===== src/rtl/mopshub_elink_pkg.sv =====
// mopshub_elink_pkg
//   Shared e-link line constants and receiver state encoding. This package is
//   meant to be shared by the host-side receiver and the e-link transmitter
//   model.
//   No ports (package only).
package mopshub_elink_pkg;

  localparam logic [7:0] ELINK_SOP  = 8'h3C;
  localparam logic [7:0] ELINK_EOP  = 8'hDC;
  localparam logic [7:0] ELINK_IDLE = 8'hBC;
  localparam int         UPLINK_W   = 76;

  typedef enum logic [1:0] {
    HUNT    = 2'd0,
    PAYLOAD = 2'd1,
    EOP     = 2'd2
  } elink_rx_state_t;

endpackage


===== src/rtl/elink_dibit_deser.sv =====
// elink_dibit_deser
//   Collects the 2-bit e-link stream into bytes. The shift register runs every
//   clock, whatever the receiver state. A 2-bit phase counter marks the byte
//   boundary. The receiver resets that counter to the alignment of the SOP
//   it found.
// Ports:
//   i_clk          e-link clock
//   i_rst          synchronous active-low reset
//   i_realign      restart the phase count (driven on SOP match)
//   i_dibit        serial dibit, bit[1] earlier in time
//   o_byte_q       last four dibits, oldest in bits [7:6]
//   o_byte_strobe  high when o_byte_q holds a complete byte after realignment
module elink_dibit_deser (
  input  logic       i_clk,
  input  logic       i_rst,
  input  logic       i_realign,
  input  logic [1:0] i_dibit,
  output logic [7:0] o_byte_q,
  output logic       o_byte_strobe
);

  logic [7:0] r_sr;
  logic [1:0] r_phase;

  // The realign edge sets the phase to 0. Four dibits later the phase reads 3.
  // At that point r_sr holds exactly the first byte after the SOP.
  always_ff @(posedge i_clk) begin
    if (!i_rst) begin
      r_sr    <= '0;
      r_phase <= '0;
    end else begin
      r_sr <= {r_sr[5:0], i_dibit};
      if (i_realign) begin
        r_phase <= '0;
      end else begin
        r_phase <= r_phase + 2'd1;
      end
    end
  end

  assign o_byte_q      = r_sr;
  assign o_byte_strobe = (r_phase == 2'd3);

endmodule


===== src/rtl/elink_frame_rx76.sv =====
// elink_frame_rx76
//   Host-side e-link receiver for the MOPSHUB uplink. It searches the dibit
//   stream for SOP and collects FRAME_BYTES payload bytes. It then checks for
//   EOP and a zero top nibble. A good frame updates o_data_out, pulses
//   o_data_valid and counts the frame. A bad frame pulses o_frame_err and
//   counts the error.
// Ports:
//   i_clk           e-link clock (40 MHz)
//   i_rst           synchronous active-low reset
//   i_enable        receiver enable; low returns to HUNT
//   i_rx_elink2bit  serial dibit, bit[1] earlier in time
//   o_data_out      last good 76-bit frame payload
//   o_data_valid    one-cycle pulse per good frame
//   o_frame_err     one-cycle pulse per rejected frame
//   o_locked        high while in PAYLOAD or EOP
//   o_frame_cnt     good-frame count, wraps
//   o_err_cnt       error count, saturates at 255
module elink_frame_rx76
  import mopshub_elink_pkg::*;
#(
  parameter int FRAME_BYTES = 10,
  parameter int CNT_W       = 16
) (
  input  logic                i_clk,
  input  logic                i_rst,
  input  logic                i_enable,
  input  logic [1:0]          i_rx_elink2bit,
  output logic [UPLINK_W-1:0] o_data_out,
  output logic                o_data_valid,
  output logic                o_frame_err,
  output logic                o_locked,
  output logic [CNT_W-1:0]    o_frame_cnt,
  output logic [7:0]          o_err_cnt
);

  localparam int WORD_W = FRAME_BYTES * 8;
  localparam int BCNT_W = $clog2(FRAME_BYTES + 1);

  elink_rx_state_t     r_state, w_next_state;
  logic [7:0]          w_byte_q;
  logic                w_byte_strobe;
  logic                w_sop_match;
  logic                w_load_byte;
  logic                w_good;
  logic                w_bad;
  logic [WORD_W-1:0]   r_word;
  logic [BCNT_W-1:0]   r_byte_cnt;
  logic [UPLINK_W-1:0] r_data_out;
  logic                r_data_valid;
  logic                r_frame_err;
  logic [CNT_W-1:0]    r_frame_cnt;
  logic [7:0]          r_err_cnt;

  elink_dibit_deser u_deser (
    .i_clk         (i_clk),
    .i_rst         (i_rst),
    .i_realign     (w_sop_match),
    .i_dibit       (i_rx_elink2bit),
    .o_byte_q      (w_byte_q),
    .o_byte_strobe (w_byte_strobe)
  );

  always_ff @(posedge i_clk) begin
    if (!i_rst) begin
      r_state <= HUNT;
    end else begin
      r_state <= w_next_state;
    end
  end

  // In HUNT, the shift register is compared on every cycle. This finds SOP at
  // any dibit alignment. Once locked, only strobed bytes matter. Any SOP or
  // IDLE inside the payload is therefore taken as plain data.
  always_comb begin
    w_next_state = r_state;
    w_sop_match  = 1'b0;
    w_load_byte  = 1'b0;
    w_good       = 1'b0;
    w_bad        = 1'b0;
    if (!i_enable) begin
      w_next_state = HUNT;
    end else begin
      case (r_state)
        HUNT: begin
          if (w_byte_q == ELINK_SOP) begin
            w_sop_match  = 1'b1;
            w_next_state = PAYLOAD;
          end
        end
        PAYLOAD: begin
          if (w_byte_strobe) begin
            w_load_byte = 1'b1;
            if (r_byte_cnt == BCNT_W'(FRAME_BYTES - 1)) begin
              w_next_state = EOP;
            end
          end
        end
        EOP: begin
          if (w_byte_strobe) begin
            if ((w_byte_q == ELINK_EOP) && (r_word[WORD_W-1:UPLINK_W] == '0)) begin
              w_good = 1'b1;
            end else begin
              w_bad = 1'b1;
            end
            w_next_state = HUNT;
          end
        end
        default: w_next_state = HUNT;
      endcase
    end
  end

  // Payload bytes shift in MSB-first, so byte 0 ends up in the top of r_word.
  always_ff @(posedge i_clk) begin
    if (!i_rst) begin
      r_word       <= '0;
      r_byte_cnt   <= '0;
      r_data_out   <= '0;
      r_data_valid <= 1'b0;
      r_frame_err  <= 1'b0;
      r_frame_cnt  <= '0;
      r_err_cnt    <= '0;
    end else begin
      r_data_valid <= w_good;
      r_frame_err  <= w_bad;
      if (w_sop_match) begin
        r_byte_cnt <= '0;
      end else if (w_load_byte) begin
        r_byte_cnt <= r_byte_cnt + 1'b1;
      end
      if (w_load_byte) begin
        r_word <= {r_word[WORD_W-9:0], w_byte_q};
      end
      if (w_good) begin
        r_data_out  <= r_word[UPLINK_W-1:0];
        r_frame_cnt <= r_frame_cnt + 1'b1;
      end
      if (w_bad && (r_err_cnt != 8'hFF)) begin
        r_err_cnt <= r_err_cnt + 8'd1;
      end
    end
  end

  assign o_data_out   = r_data_out;
  assign o_data_valid = r_data_valid;
  assign o_frame_err  = r_frame_err;
  assign o_locked     = (r_state != HUNT);
  assign o_frame_cnt  = r_frame_cnt;
  assign o_err_cnt    = r_err_cnt;

endmodule


===== config.mk =====
export PLATFORM = sky130hd
export DESIGN_NAME = elink_frame_rx76
export DESIGN_NICKNAME = d
export VERILOG_FILES = /design/src/rtl/mopshub_elink_pkg.sv /design/src/rtl/elink_dibit_deser.sv /design/src/rtl/elink_frame_rx76.sv
export SDC_FILE = /design/constraint.sdc
export NUM_CORES = 1
export LEC_CHECK = 0
export CAP_MARGIN = 15
export CORE_ASPECT_RATIO = 0.9
export CORE_MARGIN = 2
export CORE_UTILIZATION = 56
export CTS_BUF_LIST = sky130_fd_sc_hd__clkbuf_8
export DETAILED_ROUTE_END_ITERATION = 10
export PLACE_DENSITY = 0.82
export SLEW_MARGIN = 40
export SYNTH_ARGS = -nofsm -noshare
export SYNTH_HDL_FRONTEND = slang
export SYNTH_SLANG_ARGS = --single-unit

===== constraint.sdc =====
create_clock -name i_clk -period 2.3 [get_ports i_clk]
set_input_delay 0.23 -clock i_clk [delete_from_list [all_inputs] [get_ports i_clk]]
set_output_delay 0.23 -clock i_clk [all_outputs]
set_load 0.005 [all_outputs]

Yosys cells after proc, flatten, opt, wreduce, memory -nomap -nowiden
Index checks and enable logic that the tools add are counted.

Bits in registers: 198. Latch bits: 0. Memory bits (writable): 0. Bits in read-only memories: 0. Memories kept: 0.

$add $sub $neg: 4. $mul: 0. Divide/modulo/power cells: 0. Magnitude comparators: 0. Equality and inequality tests: 11. Shift-type cells: 0. Mux-type cells: 19. Bitwise operators: 1. Reduce and logical (&&, ||, !) cells: 8.

Operator list (number): adder 16 x 1 -> 16 bit, second input constant (1); two-way mux 1 bit (14); adder 8 x 1 -> 8 bit, second input constant (1); equality test 8 x 6 -> 1 bit, second input constant (1); equality test 8 bit, second input constant (1); two-way mux 2 bit (4); inequality test 8 bit, second input constant (1); one-hot mux 2 bit (3 select lines) (1); adder 4 x 1 -> 4 bit, second input constant (1); equality test 2 bit, second input constant (2); equality test 4 bit, second input constant (1); zero test 4 bit (1); inequality test 2 x 1 -> 1 bit, second input constant (2); inequality test 2 bit, second input constant (2); AND reduction 4 bit (1); adder 2 x 1 -> 2 bit, second input constant (1); equality test 2 x 1 -> 1 bit, second input constant (1); logical AND 1 bit (2); zero test 2 bit (1); AND reduction 2 bit (1); nonzero test 2 bit (1); OR reduction 2 bit (1); NOT 1 bit (1).

Logic depth before layout (Yosys ltp)
Word-level depth: 7. Gate-level depth with buffers: 7. Depth with buffers taken out: 6.

Modules after synthesis
From an unflattened synthesis, not the netlist that was laid out.

Cell total of the unflattened synthesis: 901. Area, all modules: 7459.7 µm².

By module, submodules not included: elink_frame_rx76 (times used 1, cells an instance 880, area each 7165.6 µm²); elink_dibit_deser (times used 1, cells an instance 21, area each 294.0 µm²).

Worst setup path after synthesis
OpenSTA, ideal clock, no wires.

Kind: flip-flop to flip-flop. Start: register u_deser.r_phase[0]. End: register r_frame_cnt[14] (netlist: o_frame_cnt[14]). Library setup time: 70 ps. Arrival time: 1934 ps. Required time: 2230 ps. Setup slack: 295 ps. Cell stages (with the launch flop): 6. Clock period less this slack: 2005 ps. Path through: dfxtp_1 ha_1 nand4b_4 or4_4 or4_1 a21oi_1.

Word-level cells in the longest chain between the ends: 4.

Ends and longest elaborated chain: start: declaration (line elink_dibit_deser.sv:23) `logic [1:0] r_phase;`; start signal: assignment (line elink_dibit_deser.sv:36) `r_phase <= r_phase + 2'd1;`; equality test 2 bit (line elink_dibit_deser.sv:42) `assign o_byte_strobe = (r_phase == 2'd3);`; two-way mux 1 bit (line elink_frame_rx76.sv:99) `if (w_byte_strobe) begin`; two-way mux 1 bit (line elink_frame_rx76.sv:83) `case (r_state)`; two-way mux 1 bit (line elink_frame_rx76.sv:80) `if (!i_enable) begin`; end signal: assignment (line elink_frame_rx76.sv:136) `r_frame_cnt <= r_frame_cnt + 1'b1;`; end: declaration (line elink_frame_rx76.sv:51) `logic [CNT_W-1:0] r_frame_cnt;`.

Every way passes these cells. A chain may end at the register's enable or synchronous reset.

Worst setup path in the final report
Start: register u_deser.r_sr[6] (netlist: u_deser.o_byte_q[6]). End: register r_frame_cnt[0] (netlist: o_frame_cnt[0]).

Word-level cells in the longest chain between the ends: 6.

Ends and longest elaborated chain: start: declaration (line elink_dibit_deser.sv:22) `logic [7:0] r_sr;`; start signal: assignment (line elink_dibit_deser.sv:32) `r_sr <= {r_sr[5:0], i_dibit};`; equality test 8 bit (line elink_frame_rx76.sv:100) `if ((w_byte_q == ELINK_EOP) && (r_word[WORD_W-1:UPLINK_W] == '0)) begin`; logical AND 1 bit (line elink_frame_rx76.sv:100); two-way mux 1 bit (line elink_frame_rx76.sv:100); two-way mux 1 bit (line elink_frame_rx76.sv:99); two-way mux 1 bit (line elink_frame_rx76.sv:83); two-way mux 1 bit (line elink_frame_rx76.sv:80).

Every way passes these cells.

==> results.sh <==
export IMPL_min_to="u_deser.o_byte_q[1]"
export IMPL_grt_antenna_before_repair=0
export IMPL_worstSetupStartpointType="flop"
export IMPL_yosys_top_cells_area="dfxtp_1 (53%), a21oi_1 (11%), nand2_1 (9.0%)"
export IMPL_arrival_ns=2.45
export IMPL_hold_depth=2
export IMPL_synth_seq_cells=198
export IMPL_clock_fmax_ghz=0.488
export IMPL_fin_crit_sh=0.890
export IMPL_setup_viol=0
export IMPL_rsz0062_at_grt="no"
export IMPL_fin_nets=992
export IMPL_path_clk_slew_ns=0.09
export IMPL_slew_headroom=0.623
export IMPL_vias=6655
export IMPL_regToRegEndpoint="o_frame_cnt[0]"
export IMPL_port_buffers=107
export IMPL_first_global_vias=5878
export IMPL_tightest_slew_ns=0.558
export IMPL_r2r_cells=5
export IMPL_crit_fanout=20
export IMPL_drive_above_1_share=0.0605
export IMPL_io_pins=108
export IMPL_cts_buffers=17
export IMPL_diodes=0
export IMPL_placementRows=40
export IMPL_status="finished, final reports clean"
export IMPL_max_stage_delay_ns=0.55
export IMPL_syn_inst=908
export IMPL_initial_core_util=0.567
export IMPL_yosysUniqueCellTypes=44
export IMPL_ys_flop_type="dfxtp_1"
export IMPL_die_x_um=126
export IMPL_first_pass_iters=5
export IMPL_synth_top_area_share=0.531
export IMPL_drtIter0Drc=562
export IMPL_hp_start="i_rx_elink2bit[1]"
export IMPL_cts_hold_buf=0
export IMPL_grt_first_pass_wirelength_mm=28.8
export IMPL_grt_util_all_layers=0.245
export IMPL_drv_slew=0
export IMPL_critPathKind="flop to flop"
export IMPL_fin_crit_ns=2.05
export IMPL_gp_congestion=0.784
export IMPL_r2r_slack_ns=0.25
export IMPL_ys_seq_area_frac=0.531
export IMPL_die_y_um=114
export IMPL_cpLargestDelayFamily="simple AND/OR/NAND/NOR gates"
export IMPL_cp_data_required_time_ns=2.70
export IMPL_dieArea_mm2=0.0143
export IMPL_worst_path_buf_inv=1
export IMPL_async_flop_share=0
export IMPL_avgSynthCellArea_um2=8.22
export IMPL_drt_wl_total_mm=17.5
export IMPL_dpl_cell_count=1131
export IMPL_path_cells="nor4bb_1 > nand3_2 > buf_4 > or3_1 > a21oi_1"
export IMPL_layout_commonest_cell="dfxtp_1"
export IMPL_yosys_warnings=0
export IMPL_gr_total_overflow=0
export IMPL_post_cts_buffers=0
export IMPL_cts_sinks=198
export IMPL_skew_ns=0.0105
export IMPL_cts_buffer_depth=2
export IMPL_hold_ws_ns=0.357
export IMPL_final_cell_mix="dfxtp_1 (198), nand2_1 (178), a21oi_1 (170)"
export IMPL_grt_max_degree=94
export IMPL_syn2layout_area_growth_pct=22.0
export IMPL_cts_root_buf="clkbuf_8"
export IMPL_final_cells=1159
export IMPL_hold_path_class="input port to flop"
export IMPL_ant_nets=0
export IMPL_synth_edf_count=0
export IMPL_yosysTopAreaCell="dfxtp_1"
export IMPL_coreArea_mm2=0.0132
export IMPL_cap_violations=0
export IMPL_power_leakage_nw=2.92
export IMPL_cpMaxStageDelayCell="nor4bb_1"
export IMPL_end_kind="flop"
export IMPL_via_per_inst=5.74
export IMPL_drc_errors=0
export IMPL_synth_fp_nets=918
export IMPL_wire_per_inst_um=15.1
export IMPL_cts_tree="built"
export IMPL_dpl_hpwl_mm=11.0
export IMPL_tns_ns=0
export IMPL_htreeDepth=4
export IMPL_p_per_area_mw_per_mm2=619
export IMPL_clk_latency_ns=0.46
export IMPL_post_cts_resized=0
export IMPL_r2r_start="u_deser.o_byte_q[6]"
export IMPL_irDropWorstVdd_mv=0.492
export IMPL_finalHoldViolations=0
export IMPL_synth_area_mm2=0.00747
power by group:
part	internal (mW)	switching [mW]
sequential	3.43	0.00675
combinational	0.0243	0.0670
clock	1.01	1.10
total	4.47	1.17
worst register-to-register path, delay by kind of cell, from the launching register on:
family                 cells  cell delay [ns]
AND/OR/NAND/NOR            3             1.18
AO/OA/AOI/OAI              1             0.14
buffers and inverters      1             0.28
flip-flops                 1             0.39
worst max-delay path by stage:
stage	start	end	slack, ns	cells past startpoint
4_1_cts	u_deser.o_byte_q[6]	o_frame_cnt[0]	0.27	5
2_1_floorplan	u_deser.r_phase[0]	o_frame_cnt[14]	0.30	5
6_report	u_deser.o_byte_q[6]	o_frame_cnt[0]	0.25	5
5_1_grt	u_deser.o_byte_q[6]	o_data_out[32]	0.14	5
3_3_place_gp	i_enable	o_frame_cnt[14]	0.13	5
3_5_place_dp	i_enable	o_frame_cnt[14]	0.1	5
state kept, by name, indices dropped and copies added (netlist names):
register and flops:
r_word 80, o_data_out 76, o_frame_cnt 16, o_err_cnt 8
u_deser.o_byte_q 8, r_byte_cnt 4, r_state 2, u_deser.r_phase 2
o_data_valid 1, o_frame_err 1
metal layers:
layer  GRT usage  wire [um]
met5           0          0
met4      0.0696        181
met3      0.0582       1010
met2       0.385       8090
met1       0.340       8180
cells in the mapped netlist (2+ instances only):
| library cell | n |
|---|---|
| xor2_1 | 2 |
| nor2b_1 | 2 |
| mux2i_1 | 6 |
| and2_1 | 8 |
| dfxtp_1 | 198 |
| buf_2 | 4 |
| inv_1 | 6 |
| clkbuf_1 | 71 |
| or3_1 | 4 |
| ha_1 | 5 |
| nor4_1 | 5 |
| and4_1 | 2 |
| nor2_1 | 14 |
| nor3_1 | 4 |
| nand3_1 | 87 |
| nand2b_1 | 5 |
| a21oi_1 | 170 |
| o31ai_1 | 9 |
| and4b_1 | 4 |
| o21ai_0 | 82 |
| and3_1 | 3 |
| o21a_1 | 2 |
| nand4_1 | 7 |
| nand2_1 | 179 |
| or4_1 | 9 |
| o31a_1 | 2 |
cell type report:
class / instances / area [um^2]
inverters: 6 / 25.0
well taps: 168 / 210
fillers: 1086 / 4050
repair buffers: 130 / 1330
clock buffers: 20 / 275
flip-flops and latches: 198 / 3960
clock inverters: 8 / 86.3
multi-input cells: 629 / 3220
cells by family after synthesis:
logic type | count (synthesis) | share of synthesized area
muxes | 6 | 0.00804
AOI/OAI and AO/OA | 274 | 0.192
DFF | 198 | 0.531
xor gates and xnor gates | 3 | 0.00352
and+or+nand+nor | 341 | 0.215
adders and majority gates | 5 | 0.00838
buffers and inverters | 81 | 0.0414
through the flow:
step	setup slack [ns]	area [um^2]	util	total power [mW]
global route	0.143	9110	0.692	5.83
global placement	0.126	8750	0.665	3.61
CTS	0.272	9110	0.692	5.68
detailed placement	0.0968	8750	0.665	3.61
finish	0.253	9110	0.692	5.64
floorplan	0.295	7470	-	3.58
Note: power is estimated with default switching activity, not from simulation.
